**config.mk**
```make
export PLATFORM = sky130hd
export DESIGN_NAME = irq_controller
export DESIGN_NICKNAME = d
export VERILOG_FILES = /design/src/rtl/irq_pkg.sv /design/src/rtl/irq_prio_enc.sv /design/src/rtl/irq_controller.sv
export SDC_FILE = /design/constraint.sdc
export NUM_CORES = 1
export LEC_CHECK = 0
export ABC_AREA = 0
export ABC_CLOCK_PERIOD_IN_PS = 4230
export CAP_MARGIN = 20
export CELL_PAD_IN_SITES_DETAIL_PLACEMENT = 1
export CELL_PAD_IN_SITES_GLOBAL_PLACEMENT = 1
export CORE_MARGIN = 4
export CORE_UTILIZATION = 39
export DETAILED_ROUTE_END_ITERATION = 6
export PLACE_DENSITY = 0.84
export SYNTH_ARGS = -nofsm -noshare
export SYNTH_HDL_FRONTEND = slang
export SYNTH_HIERARCHICAL = 1
export SYNTH_SLANG_ARGS = --single-unit
```
**constraint.sdc**
```tcl
create_clock -name clk -period 4.23 [get_ports clk]
set_input_delay 0.6345 -clock clk [delete_from_list [all_inputs] [get_ports clk]]
set_output_delay 0.6345 -clock clk [all_outputs]
set_load 0.02 [all_outputs]
```
**src/rtl/irq_pkg.sv**
```systemverilog
// Shared constants for the interrupt controller: register offsets,
// CLAIM response layout and the largest supported source count.
package irq_pkg;

    localparam logic [2:0] REG_RAW      = 3'd0;
    localparam logic [2:0] REG_PENDING  = 3'd1;
    localparam logic [2:0] REG_ENABLE   = 3'd2;
    localparam logic [2:0] REG_EDGE     = 3'd3;
    localparam logic [2:0] REG_CLAIM    = 3'd4;
    localparam logic [2:0] REG_COMPLETE = 3'd5;

    localparam int CLAIM_VALID_BIT = 31;
    localparam int MAX_SRC         = 8;

endpackage

```
**src/rtl/irq_prio_enc.sv**
```systemverilog
// Fixed-priority encoder: the lowest-numbered eligible source wins.
module irq_prio_enc
    import irq_pkg::*;
#(
    parameter int NSRC = MAX_SRC
) (
    input  logic [NSRC-1:0] eligible,
    output logic            valid,
    output logic [2:0]      id
);

    // Scanning downwards lets the lowest set index overwrite any higher one.
    always_comb begin
        valid = 1'b0;
        id    = 3'd0;
        for (int i = NSRC - 1; i >= 0; i--) begin
            if (eligible[i]) begin
                valid = 1'b1;
                id    = 3'(i);
            end
        end
    end

endmodule

```
**src/rtl/irq_controller.sv**
```systemverilog
// Memory-mapped interrupt controller with level/edge sources, enable mask,
// fixed-priority claim/complete handshake and a registered CPU interrupt.
module irq_controller
    import irq_pkg::*;
#(
    parameter int         NSRC       = 8,
    parameter logic [7:0] RESET_EDGE = 8'h00
) (
    input  logic            clk,
    input  logic            resetq,
    input  logic            select,
    input  logic [3:0]      we,
    input  logic            rd,
    input  logic [2:0]      addr,
    input  logic [31:0]     wdata,
    output logic [31:0]     rdata,
    input  logic [NSRC-1:0] src,
    output logic            irq
);

    localparam logic [NSRC-1:0] ONE = NSRC'(1);

    logic [1:0]      rst_sync;
    logic            rst_n;
    logic            wr;
    logic            rd_en;
    logic [NSRC-1:0] enable;
    logic [NSRC-1:0] edge_mode;
    logic [NSRC-1:0] pending;
    logic [NSRC-1:0] pending_next;
    logic [NSRC-1:0] inservice;
    logic [NSRC-1:0] prev_src;
    logic [NSRC-1:0] eligible;
    logic [NSRC-1:0] rise;
    logic [NSRC-1:0] w1c;
    logic [NSRC-1:0] claim_set;
    logic [NSRC-1:0] done_clr;
    logic [NSRC-1:0] edge_chg;
    logic            claim_valid;
    logic [2:0]      claim_id;
    logic [31:0]     read_val;
    logic            unused;

    assign unused = &{1'b0, we[3:1], wdata[31:NSRC]};

    // Reset asserts immediately but is released two clock edges later.
    always_ff @(posedge clk or negedge resetq) begin
        if (!resetq) begin
            rst_sync <= 2'b00;
        end else begin
            rst_sync <= {rst_sync[0], 1'b1};
        end
    end

    assign rst_n = rst_sync[1];

    assign wr       = select & we[0];
    assign rd_en    = select & rd;
    assign eligible = pending & enable & ~inservice;

    irq_prio_enc #(
        .NSRC (NSRC)
    ) u_prio_enc (
        .eligible (eligible),
        .valid    (claim_valid),
        .id       (claim_id)
    );

    assign rise      = edge_mode & src & ~prev_src;
    assign w1c       = (wr && addr == REG_PENDING) ? wdata[NSRC-1:0] : '0;
    assign claim_set = (rd_en && addr == REG_CLAIM && claim_valid) ? (ONE << claim_id) : '0;
    assign done_clr  = (wr && addr == REG_COMPLETE) ? (ONE << wdata[2:0]) : '0;
    assign edge_chg  = (wr && addr == REG_EDGE) ? (wdata[NSRC-1:0] ^ edge_mode) : '0;

    // Edge bits: a new rising edge beats a same-cycle clear. Level bits track src.
    // Bits whose mode is being changed start again from a clean pending state.
    assign pending_next = ((edge_mode & (rise | (pending & ~(w1c | claim_set))))
                          | (~edge_mode & src)) & ~edge_chg;

    always_comb begin
        read_val = '0;
        case (addr)
            REG_RAW:     read_val = 32'(src);
            REG_PENDING: read_val = 32'(pending);
            REG_ENABLE:  read_val = 32'(enable);
            REG_EDGE:    read_val = 32'(edge_mode);
            REG_CLAIM: begin
                if (claim_valid) begin
                    read_val[CLAIM_VALID_BIT] = 1'b1;
                    read_val[2:0]             = claim_id;
                end
            end
            default: read_val = '0;
        endcase
    end

    // prev_src follows src every cycle, so a mode change also resyncs it.
    always_ff @(posedge clk or negedge rst_n) begin
        if (!rst_n) begin
            enable    <= '0;
            edge_mode <= RESET_EDGE[NSRC-1:0];
            pending   <= '0;
            inservice <= '0;
            prev_src  <= '0;
            rdata     <= '0;
            irq       <= 1'b0;
        end else begin
            prev_src  <= src;
            pending   <= pending_next;
            inservice <= (inservice | claim_set) & ~done_clr;
            irq       <= |eligible;
            if (wr && addr == REG_ENABLE) begin
                enable <= wdata[NSRC-1:0];
            end
            if (wr && addr == REG_EDGE) begin
                edge_mode <= wdata[NSRC-1:0];
            end
            if (rd_en) begin
                rdata <= read_val;
            end
        end
    end

endmodule

```
==> metrics.cfg, run 1 <==
[outcome]
status=finished clean

[final_layout]
layout-drive-gt1-share_pct=16.0
areaGrowthSynthToFinish_pct=15.6
post-route-cell-area_um2=3210
num_antenna_cells=0
post-route-util_pct=46.8
stdcell_count=378
fin_nets=332

[detailed_routing]
viasPerCell=5.29
route.detailed.drc=0
wl_per_cell_um=17.2
wirelength_um=6490
drtAntennaViolNets=0
drt_iter0_markers=103
vias=1999
dr.pass1.iters=4

[logic_synthesis]
yosysTopAreaCellShare_pct=46.8
async_reset_ff_share_pct=100
synth_seq_area_share_pct=46.8
synth_cell_types=47
syn_area_um2=2780
yosys_register_bits=52
ys.flop_type=dfrtp_1
yosys.area.top_type=dfrtp_1
synth-edff-count=0
synth_area_leaders=dfrtp_1 47%, buf_4 6.5%, mux2_2 5.7%, mux4_2 5.7%, nand2_1 4.7%
avgSynthCellArea_um2=11.3
synthCells=247
yosysWarningCount=6

[setup_path]
r2r_cells=8
rr_startpoint=pending[7]
crit_path_start=addr[1]
r2r-end=pending[3]
critPathCapture=edge_mode[1]
critPathRequiredTime_ns=4.43
start_kind=primary input
worstPathArrival_ns=2.80
path_cells=clkdlybuf4s50_1 > inv_2 > nor3_4 > buf_4 > mux2_2
crit_path_top_delay_cell=clkdlybuf4s50_1
setup.worst_path.class=primary input to register
end_kind=register
max_stage_delay_ns=0.93
rrSetupSlack_ns=1.82
cp_max_fo=14

[timing]
finalHoldViolCount=0
tns_ns=0
worstMarginPinSlew_ns=0.767
min_period_ns=2.60
finClkSkew_ns=0.00926
finalCritPeriodShare_pct=61.5
setup_viol=0
rsz0062_at_grt=no
max_slew_margin_pct=48.2
max_freq_mhz=384
drv_slew=0

[place]
gp_congestion=0.814
place_hpwl_um=4810
dp.cells=369
place_area_um2=3100
port_buffers=33

[floorplanning]
die_x_um=92.4
ios=84
initial_core_util_pct=40.5
die_y_um=92.4
rows=30
dieArea_um2=8540
coreArea_um2=6870

[cts]
cts_hold_buf=0
cts_root_buffer=clkbuf_8
path_clk_slew_ns=0.10
cts_tree=yes
cts_buffer_depth=2
ctsHtreeMaxLevel=2
cts_buffers=5
cts_setup_buffers=0
cts_resized=0
clock_sinks=52
clk-insertion-delay-late_ns=0.32

[power_and_ir_drop]
p_sw_share_pct=34.1
p_int_mw=0.914
p_per_area_nw_per_um2=432
totalPowerFinal_mw=1.39
power_frac_seq_pct=48.2
p_clk_share_pct=21.5
combPwrFrac_pct=30.3
leakagePower_nw=1.38
peakVddDrop_mv=0.159
power_switching_mw=0.473

[global_routing]
grt.overflow.total=0
antenna_found_initial=0
track_usage_pct=15.8
grt_pass1_vias=2093
grt_pass1_wl_um=10700
grt_max_degree=51

[flow_run]
drv_cap=0

[hold_path]
min_path_type=register to asynchronous set/reset pin

-- placed cells by master (no fill, tap or decap), types with 2 or more instances in the layout --
| master | synthesis | routed |
|---|---|---|
| a211o_1 | 5 | 5 |
| a211oi_1 | 3 | 3 |
| a21boi_0 | 2 | 2 |
| a21oi_1 | 2 | 2 |
| a22o_1 | 5 | 5 |
| a22oi_1 | 7 | 7 |
| a2bb2oi_1 | 2 | 2 |
| buf_4 | 24 | 2 |
| clkbuf_8 | 1 | 5 |
| clkdlybuf4s50_1 | 0 | 33 |
| conb_1 | 2 | 24 |
| dfrtp_1 | 52 | 51 |
| inv_1 | 7 | 7 |
| mux2_2 | 14 | 14 |
| mux2_4 | 2 | 2 |
| mux4_2 | 7 | 7 |
| nand2_1 | 35 | 35 |
| nand3_1 | 2 | 2 |
| nand3b_1 | 2 | 2 |
| nand4b_1 | 2 | 2 |
| nand4bb_1 | 2 | 2 |
| nor2_1 | 13 | 13 |
| nor2b_1 | 2 | 2 |
| nor3_1 | 7 | 7 |
| nor3_4 | 2 | 2 |
| nor4_1 | 3 | 3 |
| o21ai_0 | 6 | 6 |
| o22a_1 | 2 | 2 |
| o32a_1 | 6 | 6 |
| xor2_1 | 8 | 8 |
-- flip-flops by register name, indices dropped and copies added, names as in the netlist --
| name | count |
|---|---|
| enable | 8 |
| rst_sync | 2 |
| pending | 8 |
| rdata | 9 |
| prev_src | 8 |
| edge_mode | 8 |
| irq | 1 |
| inservice | 8 |
-- worst min path at each step --
stage,startpoint,endpoint
after detailed placement,rst_sync[0],rst_sync[1]
after CTS,rst_sync[0],rst_sync[1]
after floorplan,rst_sync[0],rst_sync[1]
final,rst_sync[1],prev_src[5]
after global routing,rst_sync[1],inservice[6]
after global placement,rst_sync[0],rst_sync[1]
-- worst max-delay path: cells and delay by family --
family	cells	cell delay, ns
muxes	1	0.35
buffers and inverters	3	1.37
and+or+nand+nor	1	0.44
-- cells in the mapped netlist, drive strengths merged, types with 3 or more instances --
| cell | number |
|---|---|
| a211o | 5 |
| a211oi | 3 |
| a22o | 5 |
| a22oi | 7 |
| buf | 29 |
| dfrtp | 52 |
| inv | 8 |
| mux2 | 16 |
| mux4 | 7 |
| nand2 | 35 |
| nand3 | 3 |
| nand3b | 3 |
| nor2 | 13 |
| nor3 | 10 |
| nor4 | 4 |
| o21ai | 6 |
| o32a | 6 |
| xor2 | 8 |
-- kinds of logic (layout without fill, tap and decap cells) --
kind of cell | Yosys count | count (layout) | share of synthesized area, %
AO/OA/AOI/OAI | 45 | 45 | 13.0
XOR/XNOR | 8 | 8 | 2.52
buffers and inverters | 39 | 52 | 9.23
flip-flops | 52 | 52 | 46.8
multiplexers | 24 | 24 | 12.8
other | 2 | 24 | 0.270
AND/OR/NAND/NOR | 77 | 77 | 15.4
-- through the flow --
step / hold WS [ns] / worst slack, ns
after floorplan: 0.331 / 2.41
after global placement: 0.337 / 1.33
after detailed placement: 0.348 / 1.29
after CTS: 0.372 / 1.65
after global routing: 0.287 / 1.54
final: 0.245 / 1.63
-- cell type report --
type | count | area (um^2)
clock inverter | 3 | 22.5
fill | 763 | 3660
clock buffer | 5 | 68.8
tap | 96 | 120
timing repair buffer | 36 | 365
inverter | 8 | 30.0
multi-input combinational | 178 | 1300
sequential | 52 | 1300
-- routing by layer --
| layer | global-route usage (%) | share of wire, % | up-vias |
|---|---|---|---|
| met2 | 26.2 | 50 | 48 |
| met4 | 4.58 | 1.1 | 0 |
| li1 | - | - | 920 |
| met3 | 3.41 | 4.2 | 5 |
| met5 | 0 | 0 | - |
| met1 | 20.8 | 45 | 1026 |
-- power groups by stage --
stage          clock network (mW)  logic [mW]  registers (mW)
2_1_floorplan                   0       0.290           0.683
3_3_place_gp                    0       0.397           0.676
3_5_place_dp                    0       0.413           0.685
4_1_cts                     0.311       0.415           0.675
5_1_grt                     0.330       0.463           0.684
6_report                    0.298       0.420           0.668
(Power assumes the default switching activity.)
==> run 2: changes to the inputs <==
- ABC_CLOCK_PERIOD_IN_PS: 4230 -> 2400
- CORE_UTILIZATION: 39 -> 36
- PLACE_DENSITY: 0.84 -> 0.79
- clock period: 4.23 -> 2.4 ns (I/O delays scaled with it)
==> run 2 against run 1 <==
  * Non-clock buffer count rose by 10
  * Via count rose by 1.2%
  * Combinational power rose by 89%
  * Largest cell class unchanged
  * Clock skew fell by 0.00068 ns
  * Sequential power rose by 77%
  * Hold slack got worse by 0.041 ns
  * Routed wire length rose by 3.3%
  * Sequential share of layout area fell by 1.1 points
  * Count of clock-buffer cells in the layout rose by 1
  * Clock power rose by 100%
  * First-iteration DRC count fell by 6.8%
==> metrics.cfg, run 2 (same netlist as run 1, synthesis figures left out) <==
[final_layout]
num_antenna_cells=0
largest_reg_flops=9
layout-drive-gt1-share_pct=19.2
final_common_cell=dfrtp_1
num-fill-cells=820
areaGrowthSynthToFinish_pct=19.0
fin_nets=342
regMostFlops=rdata
post-route-util_pct=44.9
mostFrequentLayoutCells=51 x dfrtp_1, 35 x nand2_1, 33 x clkdlybuf4s50_1

[setup_path]
max_stage_delay_ns=0.41
rrSetupSlack_ns=0.20
critPathCapture=pending[5]
setup.worst_path.class=register to register
crit_path_top_delay_cell=dfrtp_1
cp_max_fo=5
path_buf_inv=1
rr_startpoint=pending[7]
path_cells=nand2_1 > nor2_1 > a21oi_1 > o41ai_1 > buf_4 > nand4b_1 > nor3_1 > a211oi_1 > a2bb2oi_1
r2r_cells=9
r2r-end=pending[5]
crit_path_start=pending[7]
start_kind=register
crit_cells=9
path_delay_family=simple AND/OR/NAND/NOR gates
end_kind=register
worstPathArrival_ns=2.40
critPathRequiredTime_ns=2.60

[cts]
path_clk_slew_ns=0.09
ctsHtreeMaxLevel=2
cts_tree=yes
clock_sinks=52
cts_buffer_depth=2
cts_resized=0
cts_hold_buf=0
cts_root_buffer=clkbuf_8
cts_setup_buffers=0
cts_buffers=5
clk-insertion-delay-late_ns=0.31

[floorplanning]
rows=31
coreArea_um2=7370
initial_core_util_pct=37.7
die_y_um=95.9
ios=84
die_x_um=95.9
dieArea_um2=9190

[timing]
finalHoldViolCount=0
max_freq_mhz=454
tns_ns=0
drv_slew=0
setup_viol=0
finalCritPeriodShare_pct=91.7
worstMarginPinSlew_ns=0.669
min_period_ns=2.20
rsz0062_at_grt=no
finClkSkew_ns=0.00858
max_slew_margin_pct=55.2

[detailed_routing]
route.detailed.drc=0
dr.pass1.iters=4
drtAntennaViolNets=0
wirelength_um=6710
wl_per_cell_um=17.1
viasPerCell=5.17
vias=2023
drt_iter0_markers=96

[power_and_ir_drop]
peakVddDrop_mv=0.275
combPwrFrac_pct=30.9
p_per_area_nw_per_um2=777
p_clk_share_pct=23.3
p_sw_share_pct=32.3
power_switching_mw=0.829
p_int_mw=1.74
power_frac_seq_pct=45.8
leakagePower_nw=1.43

[global_routing]
grt_max_degree=27
grt_pass1_vias=2132
grt.overflow.total=0
antenna_found_initial=0
track_usage_pct=15.9
grt_pass1_wl_um=11100

[flow_run]
drv_cap=0

[place]
port_buffers=33
place_hpwl_um=5220
gp_congestion=0.900

[hold_path]
min_path_type=primary input to asynchronous set/reset pin

[outcome]
status=finished clean

-- run 2: worst reg2reg max path: stages, from the launching register on --
cell and delay (ns):
dfrtp_1 0.41, nand2_1 0.08, nor2_1 0.24, a21oi_1 0.12, o41ai_1 0.35, buf_4 0.21
nand4b_1 0.14, nor3_1 0.30, a211oi_1 0.08, a2bb2oi_1 0.17
-- run 2: through the flow --
step	cell area [um^2]	instances	worst slack, ns	hold slack [ns]	power, mW
3_5_place_dp	3190	383	0.0969	0.284	1.98
5_1_grt	3310	391	0.0458	0.196	2.73
4_1_cts	3300	391	0.0791	0.200	2.58
2_1_floorplan	2860	269	0.584	0.0644	1.71
6_report	3310	391	0.199	0.204	2.57
3_3_place_gp	3190	383	0.127	0.282	1.93
-- run 2: worst min path at each step --
stage | from | endpoint | slack [ns] | cells past startpoint
after CTS | resetq | rst_sync[0] | 0.20 | 1
after global routing | resetq | rst_sync[1] | 0.20 | 1
after global placement | rst_sync[1] | enable[5] | 0.28 | 0
final | resetq | rst_sync[1] | 0.20 | 1
after floorplan | resetq | rst_sync[0] | 0.06 | 0
after detailed placement | rst_sync[1] | pending[4] | 0.28 | 0
-- run 2: final cells by class --
type / count / area, um^2 / share of cell area [%]
Clock inverter: 2 / 35.0 / 1.06
Timing Repair Buffer: 46 / 428 / 12.9
Sequential cell: 52 / 1300 / 39.4
Multi-Input combinational cell: 178 / 1310 / 39.7
Inverter: 8 / 30.0 / 0.908
Tap cell: 99 / 124 / 3.75
Clock buffer: 6 / 72.6 / 2.20
-- run 2: power by group through the flow --
stage               clock network (mW)  logic (mW)  registers [mW]
detailed placement                   0       0.781            1.20
finish                           0.599       0.794            1.18
global route                     0.656       0.873            1.20
floorplan                            0       0.511            1.20
global placement                     0       0.747            1.18
CTS                              0.614       0.784            1.18
-- run 2: per-layer routing --
layer  track usage [%]  share of wire, %
met1              20.8                46
met2              26.5                48
met3              3.99               5.4
met4              3.67              0.43
met5                 0                 0
==> run 3: changes to the inputs <==
--- a/config.mk
+++ b/config.mk
@@ -10,8 +10,7 @@
 export CAP_MARGIN = 20
-export CELL_PAD_IN_SITES_DETAIL_PLACEMENT = 1
-export CELL_PAD_IN_SITES_GLOBAL_PLACEMENT = 1
 export CORE_MARGIN = 4
-export CORE_UTILIZATION = 36
+export CORE_UTILIZATION = 47
 export DETAILED_ROUTE_END_ITERATION = 6
 export PLACE_DENSITY = 0.79
+export SKIP_LAST_GASP = 1
 export SYNTH_ARGS = -nofsm -noshare
--- a/constraint.sdc
+++ b/constraint.sdc
@@ -3,2 +3,2 @@
 set_output_delay 0.36 -clock clk [all_outputs]
-set_load 0.02 [all_outputs]
+set_load 0.01 [all_outputs]
==> run 3 against run 2 <==
  * Highest routed layer unchanged
  * Via count down 0.99%
  * Fmax down 4.2%
  * Design area down 1.1%
  * Final cell count down 7.7%
  * Clock skew down 0.00098 ns
==> metrics.cfg, run 3 (same netlist as run 1, synthesis figures left out) <==
[cts]
clock_sinks=52
cts_setup_buffers=0
path_clk_slew_ns=0.10
clk-insertion-delay-late_ns=0.30
cts_resized=0
cts_hold_buf=0
cts_root_buffer=clkbuf_8
cts_buffers=5
cts_tree=yes
cts_buffer_depth=2
ctsHtreeMaxLevel=2

[detailed_routing]
viasPerCell=5.55
dr.pass1.iters=4
route.detailed.drc=0
wl_per_cell_um=16.3
vias=2003
drtAntennaViolNets=0
wirelength_um=5880
drt_iter0_markers=109

[timing]
finClkSkew_ns=0.00761
finalCritPeriodShare_pct=95.7
rsz0062_at_grt=no
setup_viol=0
tns_ns=0
drv_slew=0
worstMarginPinSlew_ns=0.616
max_freq_mhz=435
finalHoldViolCount=0
timing.hold.ws_ns=0.209
max_slew_margin_pct=58.7
min_period_ns=2.30

[place]
place_hpwl_um=4290
gp_congestion=0.909
port_buffers=33

[final_layout]
fin_nets=339
num_antenna_cells=0
areaGrowthSynthToFinish_pct=17.6
mostFrequentLayoutCells=51 x dfrtp_1, 35 x nand2_1, 33 x clkdlybuf4s50_1
largest_reg_flops=9
final_common_cell=dfrtp_1
layout-drive-gt1-share_pct=18.3
regMostFlops=rdata

[setup_path]
worstPathArrival_ns=2.51
cp_max_fo=8
setup.worst_path.class=register to register
start_kind=register
end_kind=register
critPathRequiredTime_ns=2.62

[global_routing]
grt_pass1_vias=2057
grt_pass1_wl_um=9840
grt.overflow.total=0
grt_max_degree=28
track_usage_pct=17.0
antenna_found_initial=0

[power_and_ir_drop]
totalPowerFinal_mw=2.53
peakVddDrop_mv=0.377
p_per_area_nw_per_um2=773
leakagePower_nw=1.43

[hold_path]
min_path_type=primary input to asynchronous set/reset pin

[floorplanning]
dieArea_um2=7210
die_x_um=84.9
ios=84
coreArea_um2=5610
die_y_um=84.9
rows=27
initial_core_util_pct=49.6

[flow_run]
drv_cap=0

[outcome]
status=finished clean

run 3: cell types whose count changed in the layout (fill, tap and decap cells not counted), sizes merged:
cell,delta
buf,-3
run 3: path summary, 6_finish.rpt:
kind / slack, ns / start / cells after the start / end
max: 0.10 / pending[5] / 8 / pending[4]
min: 0.21 / resetq / 1 / rst_sync[0]
max reg2reg: 0.10 / pending[5] / 8 / pending[4]
min reg2reg: 0.28 / rst_sync[1] / 0 / pending[6]
max in group asynchronous: 1.58 / rst_sync[1] / 1 / prev_src[1]
min in group clk: 0.36 / rst_sync[0] / 0 / rst_sync[1]
run 3: through the flow:
stage	setup slack (ns)	std cells	instance area [um^2]	util [%]
2_1_floorplan	0.584	269	2860	-
3_3_place_gp	0.116	353	3140	56.1
3_5_place_dp	0.0749	353	3140	56.1
4_1_cts	0.210	361	3270	58.2
5_1_grt	0.0276	361	3270	58.3
6_report	0.103	361	3270	58.3
run 3: area by class of cell:
cell class	instances	area [um^2]
clock buffers	6	82.6
clock inverters	2	38.8
fillers	480	2340
inverters	8	30.0
multi-input cells	178	1310
flip-flops and latches	52	1300
well taps	72	90.1
repair buffers	43	418
run 3: layer usage:
layer | GRT usage [%] | up-vias | wire length, um
li1 | - | 938 | -
met1 | 22.9 | 979 | 2680
met2 | 27.9 | 79 | 2780
met5 | 0 | - | 0
met4 | 5.61 | 0 | 75
met3 | 3.20 | 7 | 339
run 3: critical path, cell delays in order, from the launching register on:
cell and delay, ns:
dfrtp_1 0.42, nand2_1 0.09, nor2_1 0.08, nor4_1 0.49, nand2_1 0.19, nand4bb_1 0.32
nor3_1 0.15, a211oi_1 0.23, a2bb2oi_1 0.23
run 3: power by group:
group          switching, mW  total, mW  internal, mW
clock network          0.290      0.631         0.341
registers              0.135       1.18          1.04
logic                  0.340      0.717         0.378
total                  0.765       2.53          1.76
==> RTL edit: new RTL, flow settings as in run 3 <==
Set the parameter `NSRC` to 4 (it was 8).
--- a/src/rtl/irq_controller.sv
+++ b/src/rtl/irq_controller.sv
@@ -4,5 +4,5 @@
     import irq_pkg::*;
 #(
-    parameter int         NSRC       = 8,
+    parameter int         NSRC       = 4,
     parameter logic [7:0] RESET_EDGE = 8'h00
 ) (
Interface: changed (resized src); port bits go from 84 to 80. No check against the original RTL was run, so the function may have changed too.
==> RTL edit against run 3 <==
Sequential cell count is 24 lower; clock power fell by 69%; worst setup slack gained 0.44 ns; maximum frequency grew 24%; synthesized area is 40% lower; power down 56%; global-route usage decreased by 2.3 points; non-clock buffer count decreased by 16; design area is 44% lower; routed wire length is 48% lower; clock skew grew 0.0093 ns.
==> RTL edit: results (changes against run 3) <==
synthesized instance count 158 (was 247); clk slew on worst S/H paths 0.15 ns (was 0.10 ns); DRT met1 WL 1180 um (was 2680 um); most frequent cells after synthesis buf_4 (30), dfrtp_1 (28), nand2_1 (16), nor2_1 (11) (was dfrtp_1 (52), nand2_1 (35), buf_4 (24), mux2_2 (14), nor2_1 (13)); crit path time final 1.86 ns (was 2.30 ns); switching pwr 0.335 mW (was 0.765 mW); register area share after synthesis 42.2% (was 46.8%); largest cells by area after synthesis dfrtp_1 (42%), buf_4 (14%), mux2_2 (4.1%) (was dfrtp_1 (47%), buf_4 (6.5%), mux2_2 (5.7%)); Finished Layout Cells 227 (was 361); worst-skew pair later-pin latency 0.34 ns (was 0.30 ns); met2 wire length 1480 um (was 2780 um); number of I/O port buffers 21 (was 33); routability cong. 0.857 (was 0.909); skew final 0.0169 ns (was 0.00761 ns); vias in the first global route 1077 (was 2057); total track usage 14.8% (was 17.0%); Yosys cell types 39 (was 47); FF-to-FF End pending[0] (was pending[4]); max reg flops 5 (was 9); clk root buf clkbuf_4 (was clkbuf_8); P_leak 0.832 nW (was 1.43 nW); status finished clean (unchanged); Post-Route WL 3040 um (was 5880 um); WL met3 304 um (was 339 um); Worst R2R Setup Slack 0.54 ns (was 0.10 ns); largest net degree at the start of global routing 27 (was 28); start point of the critical path inservice[2] (was pending[5])
==> RTL edit: worst max-delay path by stage <==
stage | endpoint | slack [ns] | cells past startpoint
floorplan | pending[2] | 0.88 | 7
global placement | pending[0] | 0.28 | 6
detailed placement | pending[2] | 0.27 | 6
CTS | pending[0] | 0.57 | 9
global route | pending[0] | 0.34 | 9
finish | pending[0] | 0.54 | 8
==> RTL edit: power groups by stage <==
stage               sequential (mW)  clock (mW)  combinational, mW
floorplan                     0.612           0              0.222
global placement              0.605           0              0.296
detailed placement            0.611           0              0.305
CTS                           0.601       0.195              0.305
global route                  0.614       0.231              0.335
finish                        0.601       0.196              0.303
==> RTL edit: final cells by class <==
cell class	instances	area share, %
inverters	6	1.23
clock buffers	3	1.23
multi-input cells	117	42.3
flip-flops and latches	28	38.2
well taps	46	3.14
repair buffers	27	13.9
==> RTL edit: cell families after synthesis <==
logic type | synth area share, %
muxes | 11.8
xor gates and xnor gates | 1.06
buffers and inverters | 17.0
DFF | 42.2
AOI/OAI and AO/OA | 9.65
and+or+nand+nor | 17.7
other | 0.678
==> RTL edit: per-stage QoR <==
stage                     instance area, um2  hold WS, ns
after floorplan                         1760       0.0644
after global placement                  1810        0.234
after detailed placement                1810        0.237
after CTS                               1830        0.177
after global routing                    1830        0.149
final                                   1830        0.174
==> RTL edit: metal layers <==
layer / vias to the layer above / GRT usage, %
met5: - / 0
met4: 0 / 6.33
met3: 9 / 4.83
met2: 62 / 22.7
met1: 550 / 19.1
li1: 548 / -
